--- src/rtl/program_loader.sv ---
// program_loader
//   Writer side of the nRISC instruction/data memory port. Takes a framed byte
//   stream (length, payload, checksum) over a valid/ready handshake. It writes
//   the payload into memory from address 0 upward. The CPU stays halted until
//   a load finishes with a good checksum.
//
// Ports
//   c          clock, rising edge
//   rst        asynchronous reset, active-high
//   start      begin-load request
//   in_valid   stream byte valid
//   in_data    stream byte
//   in_ready   loader can accept a byte (decoded from state)
//   mem_we     memory write enable, one registered pulse per payload byte
//   mem_addr   memory write address
//   mem_wdata  memory write data
//   cpu_halt   1 = CPU held, 0 = CPU runs (only in DONE)
//   done       load finished, checksum good
//   error      load aborted, bad length or bad checksum
//   count      payload bytes written in the current load
module program_loader #(
  parameter int ADDR_W    = 8,
  parameter int DATA_W    = 8,
  parameter int MEM_DEPTH = 256
) (
  input  logic              c,
  input  logic              rst,
  input  logic              start,
  input  logic              in_valid,
  input  logic [DATA_W-1:0] in_data,
  output logic              in_ready,
  output logic              mem_we,
  output logic [ADDR_W-1:0] mem_addr,
  output logic [DATA_W-1:0] mem_wdata,
  output logic              cpu_halt,
  output logic              done,
  output logic              error,
  output logic [ADDR_W:0]   count
);

  // state | meaning
  // IDLE  | after reset, waiting for start
  // LEN   | waiting for the length byte
  // LOAD  | accepting payload bytes and writing them to memory
  // CHECK | waiting for the checksum byte
  // DONE  | load good, CPU released
  // ERR   | load aborted, CPU held
  typedef enum logic [2:0] {IDLE, LEN, LOAD, CHECK, DONE, ERR} state_t;

  localparam logic [ADDR_W:0] DEPTH = (ADDR_W+1)'(MEM_DEPTH);

  state_t            state, state_nx;
  logic [DATA_W-1:0] sum;
  logic [ADDR_W:0]   len;
  logic [ADDR_W:0]   in_ext;
  logic [ADDR_W:0]   count_inc;
  logic              accept;
  logic              len_bad;

  assign accept    = in_valid && in_ready;
  assign in_ext    = (ADDR_W+1)'(in_data);
  assign len_bad   = (in_ext == '0) || (in_ext > DEPTH);
  assign count_inc = count + (ADDR_W+1)'(1);

  always_ff @(posedge c or posedge rst) begin
    if (rst) state <= IDLE;
    else     state <= state_nx;
  end

  always_comb begin
    state_nx = state;
    in_ready = 1'b0;
    done     = 1'b0;
    error    = 1'b0;
    cpu_halt = 1'b1;
    case (state)
      IDLE: if (start) state_nx = LEN;
      LEN: begin
        in_ready = 1'b1;
        if (accept) state_nx = len_bad ? ERR : LOAD;
      end
      LOAD: begin
        in_ready = 1'b1;
        // the byte that brings count up to len is the last payload byte
        if (accept && (count_inc == len)) state_nx = CHECK;
      end
      CHECK: begin
        in_ready = 1'b1;
        if (accept) state_nx = (in_data == sum) ? DONE : ERR;
      end
      DONE: begin
        done     = 1'b1;
        cpu_halt = 1'b0;
        if (start) state_nx = LEN;
      end
      ERR: begin
        error = 1'b1;
        if (start) state_nx = LEN;
      end
      default: state_nx = IDLE;
    endcase
  end

  always_ff @(posedge c or posedge rst) begin
    if (rst) begin
      mem_we    <= 1'b0;
      mem_addr  <= '0;
      mem_wdata <= '0;
      sum       <= '0;
      len       <= '0;
      count     <= '0;
    end else begin
      mem_we <= 1'b0;
      case (state)
        LEN: begin
          if (accept && !len_bad) begin
            len   <= in_ext;
            count <= '0;
            sum   <= '0;
          end
        end
        LOAD: begin
          if (accept) begin
            mem_we    <= 1'b1;
            mem_addr  <= count[ADDR_W-1:0];
            mem_wdata <= in_data;
            sum       <= sum + in_data;
            count     <= count_inc;
          end
        end
        DONE, ERR: if (start) count <= '0;
        default: ;
      endcase
    end
  end

endmodule

--- config.mk ---
export PLATFORM = sky130hd
export DESIGN_NAME = program_loader
export DESIGN_NICKNAME = d
export VERILOG_FILES = /design/src/rtl/program_loader.sv
export SDC_FILE = /design/constraint.sdc
export NUM_CORES = 1
export LEC_CHECK = 0
export ABC_AREA = 1
export CAP_MARGIN = 20
export CORE_MARGIN = 5
export CORE_UTILIZATION = 57
export DETAILED_ROUTE_END_ITERATION = 12
export GPL_ROUTABILITY_DRIVEN = 0
export PLACE_DENSITY = 0.81
export SLEW_MARGIN = 20
export SYNTH_ARGS = -nofsm -noshare
export SYNTH_HDL_FRONTEND = slang
export SYNTH_SLANG_ARGS = --single-unit
export TNS_END_PERCENT = 30
--- constraint.sdc ---
create_clock -name c -period 4.8 [get_ports c]
set_input_delay 1.2 -clock c [delete_from_list [all_inputs] [get_ports c]]
set_output_delay 1.2 -clock c [all_outputs]
set_load 0.1 [all_outputs]
# == After elaboration in Yosys (flattened, before gate mapping) ==
# Index checks and enable logic that the tools add are counted.
# totals
ff_bits,45
in_bits,12
output_inout_bits,30
wordCells,61
# classes
addsub,2
magnitude_cmp,1
eq_ne,14
muxes,20
n_reduce_logical,17
# op_table
operator,n
$mux W9,3
$pmux W9 S3,1
$mux W8,2
$pmux W8 S2,1
$mux W3,5
$ne A2 B2 Y1 const B,6
$pmux W3 S4,1
$add A9 B1 Y9 const B,1
$eq A9 B8 Y1,1
$gt A8 B9 Y1 const B,1
$logic_not A9 Y1,1
$add A8 B8 Y8,1
$eq A8 B8 Y1,1
$reduce_and A4 Y1,2
$mux W1,7
$eq A3 B2 Y1 const B,2
$eq A3 B3 Y1 const B,2
$reduce_or A3 Y1,2
$reduce_and A2 Y1,2
$eq A3 B1 Y1 const B,1
$logic_and A1 B1 Y1,3
$logic_not A3 Y1,1
$reduce_and A3 Y1,1
$reduce_bool A3 Y1,1
5 further kinds,5

# == Depth between registers and ports, before layout ==
# depth
ltp_word,7
depth_mapped,14
ltp_nobuf,14

# == Worst setup path after synthesis ==
# Ideal clock, no wire load.
# synth_path
path_kind,reg-to-output
startpoint,register state[0]
endpoint,output cpu_halt
arrival_ps,2794
t_required_ps,3600
path_slack_ps,806
path_stages_with_launch,5
path_buffers,0
cell_sequence,dfrtp_1 -> inv_1 -> nand2_1 -> nor2_1 -> inv_1
# synth_between
elab_chain_len,2
# synth_lines
item,line,source
from (decl),52,"state_t state, state_nx;"
from (signal assigned),67,else state <= state_nx;
$eq A3 B3 Y1,76,case (state)
$mux W1,76,
to (decl),35,"output logic cpu_halt,"
# Every way passes these cells.

# == Final worst setup path ==
# layout_path
startpoint,register state[0]
endpoint,output done
# layout_between
elab_chain_len,2
# layout_lines
item,line,source
$eq A3 B3 Y1,76,
$mux W1,76,
to (decl),36,"output logic done,"
# Every way passes these cells.

==> summary.md <==
| Metric | Value |
|---|---|
| Outcome | `finished clean` |
| R2R setup slack | `2.80 ns` |
| Static Leak | `roughly 1.5 nW` |
| CTS Buf Count | `5` |
| Post-route cell area | `about 3000 um^2` |
| Fill count | `approximately 340` |
| Yosys top cell by area | `dfrtp_1` |
| Crit path max fanout | `5` |
| Setup TNS | `0 ns` |
| Postcts setup bufs | `0` |
| Dpl ws | `1.45 ns` |
| Pwr Density | `~640 nW/um^2` |
| First-pass DRT Iterations | `6` |
| Initial antenna violation count | `0` |
| H-tree lvl count | `2` |
| Vias in the first global route | `2,162` |
| Maximum clock frequency | `294 MHz` |
| Clock-pin transition on the worst setup and hold timing paths | `0.09 ns` |
| Crit path time final | `roughly 3.4 ns` |
| Mapped Avg Cell Area | `roughly 7.7 um^2` |
| Crit path largest cell delay | `1.15 ns` |
| Placed Instance Area | `approximately 2900 um^2` |
| Clk_lat worst skew | `roughly 0.30 ns` |
| Minimum hold slack | `between 0.4 and 0.5 ns` |
| CTS Buffer Depth | `2` |
| Worst Tran Pin Value | `0.982 ns` |
| Max-slew violation count | `0` |
| Crit end category | `output pin` |
| Req. time, crit path | `~3.6 ns` |
| Clock Skew | `~0.013 ns` |
| Setup WS post-layout | `1.40 ns` |
| Final Power | `0.00190 W` |
| Rel. slew slack | `between 30% and 40%` |
| Synth top area cells | `dfrtp_1, nand2_1, o21ai_0` |
| CP Launch Type | `register` |
| Final nets | `between 300 and 400` |
| CTS tree | `built` |
| Hold buffer count at cts | `0` |
| Met1 wire length | `~2400 um` |
| Port bufs | `slightly above 40` |
| WL final | `between 5000 and 6000 um` |
| VDD IR max | `0.451 mV` |
| Syn Inst Count | `~320` |
| Layout cells sized above 1 | `around 6.7%` |
| Uppermost metal layer occupied by signal nets | `met4` |
| DR iter-0 viols | `151` |
| Hpwl dp | `just under 4000 um` |
| CTS resizes | `0` |
| I/O pin count | `42` |
| Routed Antenna Nets | `0` |
| Flops & latches, synth | `45` |
| Yosys warning total | `0` |
| RSZ-0062 raised after global routing | `no` |
| Final Hold Fails | `0` |
| DR vias/cell | `5.29` |
| Seq/Total Area, Yosys | `between 40% and 50%` |
| Initial Util | `~60%` |
| Worst hold-check path type | `register to register` |
| Arr. time, crit path | `2.20 ns` |
| Pin count of the biggest net entering global routing | `between 40 and 50` |
| GRT Total Usage | `between 20 and 25%` |
| Worst path cell trace | `inv_1 -> nand2_1 -> nor2_1 -> clkdlybuf4s50_1` |
| Slowest CP cell | `clkdlybuf4s50_1` |
| Max_cap viols | `0` |
| Met3 routed WL | `289 um` |
| Remaining routing DRC violations | `0` |
| Vias post-DR | `2,157` |
| CTS Sinks | `between 40 and 50` |
| Post-synthesis cell area | `~2400 um^2` |
| Unique masters post-synth | `27` |
| P&R area growth vs syn | `21.8%` |
| First-pass GRT wire length | `9560 um` |
| Top-area cell type share of the netlist area | `a little under half` |
| Global route overflow | `0` |
| Routed WL per cell | `13.2 um` |
| Period utilization | `a little over two thirds` |
| Die width | `75.3 um` |
| Core area | `between 4000 and 5000 um^2` |
| Site Rows | `23` |
| DIE AREA | `between 5000 and 6000 um^2` |
| Met2 Wirelength | `2620 um` |
| Syn Nets | `between 300 and 400` |
| Root Buffer | `clkbuf_8` |
| Final setup viols | `0` |
| Antenna fix cells | `0` |
| Setup Crit Path Kind | `register to output pin` |
| Die height | `75.3 um` |
-- cells in the final DEF, fill, tap and decap left out, drive strengths merged, types with 2 or more instances in the layout --
cell type and n:
nand2 109, nor2 17, ha 8, xnor2 3, o21ai 36, clkinv 2, inv 39, buf 2
nand3b 3, nand3 30, xor2 2, clkdlybuf4s50 41, dfrtp 45, a21oi 6, clkbuf 5, nand4 4
-- worst paths after layout --
check	startpoint	cells past startpoint	end
setup / recovery	state[0]	4	done
hold / removal	mem_addr[3]	2	mem_addr[3]
setup reg to reg	state[1]	6	sum[6]
hold reg to reg	mem_addr[3]	2	mem_addr[3]
max in group asynchronous	rst	3	mem_wdata[7]
min in group asynchronous	rst	3	mem_addr[1]
-- flip-flops by register name (all words and copies together), names as in the netlist --
name,flops
count,9
len,8
mem_addr,8
mem_wdata,8
sum,8
state,3
mem_we,1
-- per-layer routing --
metal  up-vias  track usage (%)
li1       1100                -
met1       989             27.6
met2        58             36.3
met3        10             5.15
met4         0             9.51
met5         -                0
-- stage by stage --
stage,cells,util [%]
2_1_floorplan,316,-
3_3_place_gp,402,71.2
3_5_place_dp,402,71.2
4_1_cts,408,73.0
5_1_grt,408,73.0
6_report,408,73.0
-- cell families after synthesis --
kind of cell | after synthesis | synth area share, %
AND/OR/NAND/NOR | 166 | 29.9
adder cells (fa/ha/maj) | 9 | 4.94
buffers and inverters | 47 | 7.51
AO/OA/AOI/OAI | 44 | 9.52
XOR/XNOR | 5 | 1.80
flip-flops | 45 | 46.3
-- Yosys cell counts --
| cell type | count |
|---|---|
| a21oi_1 | 6 |
| a32o_1 | 1 |
| buf_2 | 5 |
| clkbuf_1 | 2 |
| dfrtp_1 | 45 |
| fa_1 | 1 |
| ha_1 | 8 |
| inv_1 | 36 |
| inv_2 | 4 |
| nand2_1 | 106 |
| nand2_2 | 3 |
| nand3_1 | 28 |
| nand3_2 | 2 |
| nand3b_1 | 3 |
| nand4_1 | 4 |
| nor2_1 | 12 |
| nor2_2 | 3 |
| nor2_4 | 2 |
| nor3_1 | 1 |
| nor4_1 | 1 |
| o211ai_1 | 1 |
| o21ai_0 | 34 |
| o21ai_1 | 1 |
| o21ai_2 | 1 |
| or2_2 | 1 |
| xnor2_1 | 3 |
| xor2_1 | 2 |
-- worst max-delay path: cells and delay by family (launching register included) --
| family | cells | cell delay [ns] |
|---|---|---|
| buffers and inverters | 2 | 1.30 |
| flip-flops | 1 | 0.40 |
| AND/OR/NAND/NOR | 2 | 0.20 |
-- power breakdown --
group	switching (W)	total, W	internal [W]
clock network	0.000122	0.000218	0.0000960
registers	0.0000869	0.000583	0.000496
logic	0.000805	0.00110	0.000294
-- area by class of cell --
cell class                      count  area (um^2)  share of cell area (%)
Sequential cell                    45         1130                    38.0
Tap cell                           50         62.6                    2.11
Clock inverter                      1         5.00                   0.169
Clock buffer                        5         68.8                    2.32
Inverter                           40          150                    5.07
Multi-Input combinational cell    224         1120                    37.9
Timing Repair Buffer               43          425                    14.4
Power figures use the tool's default switching activity.
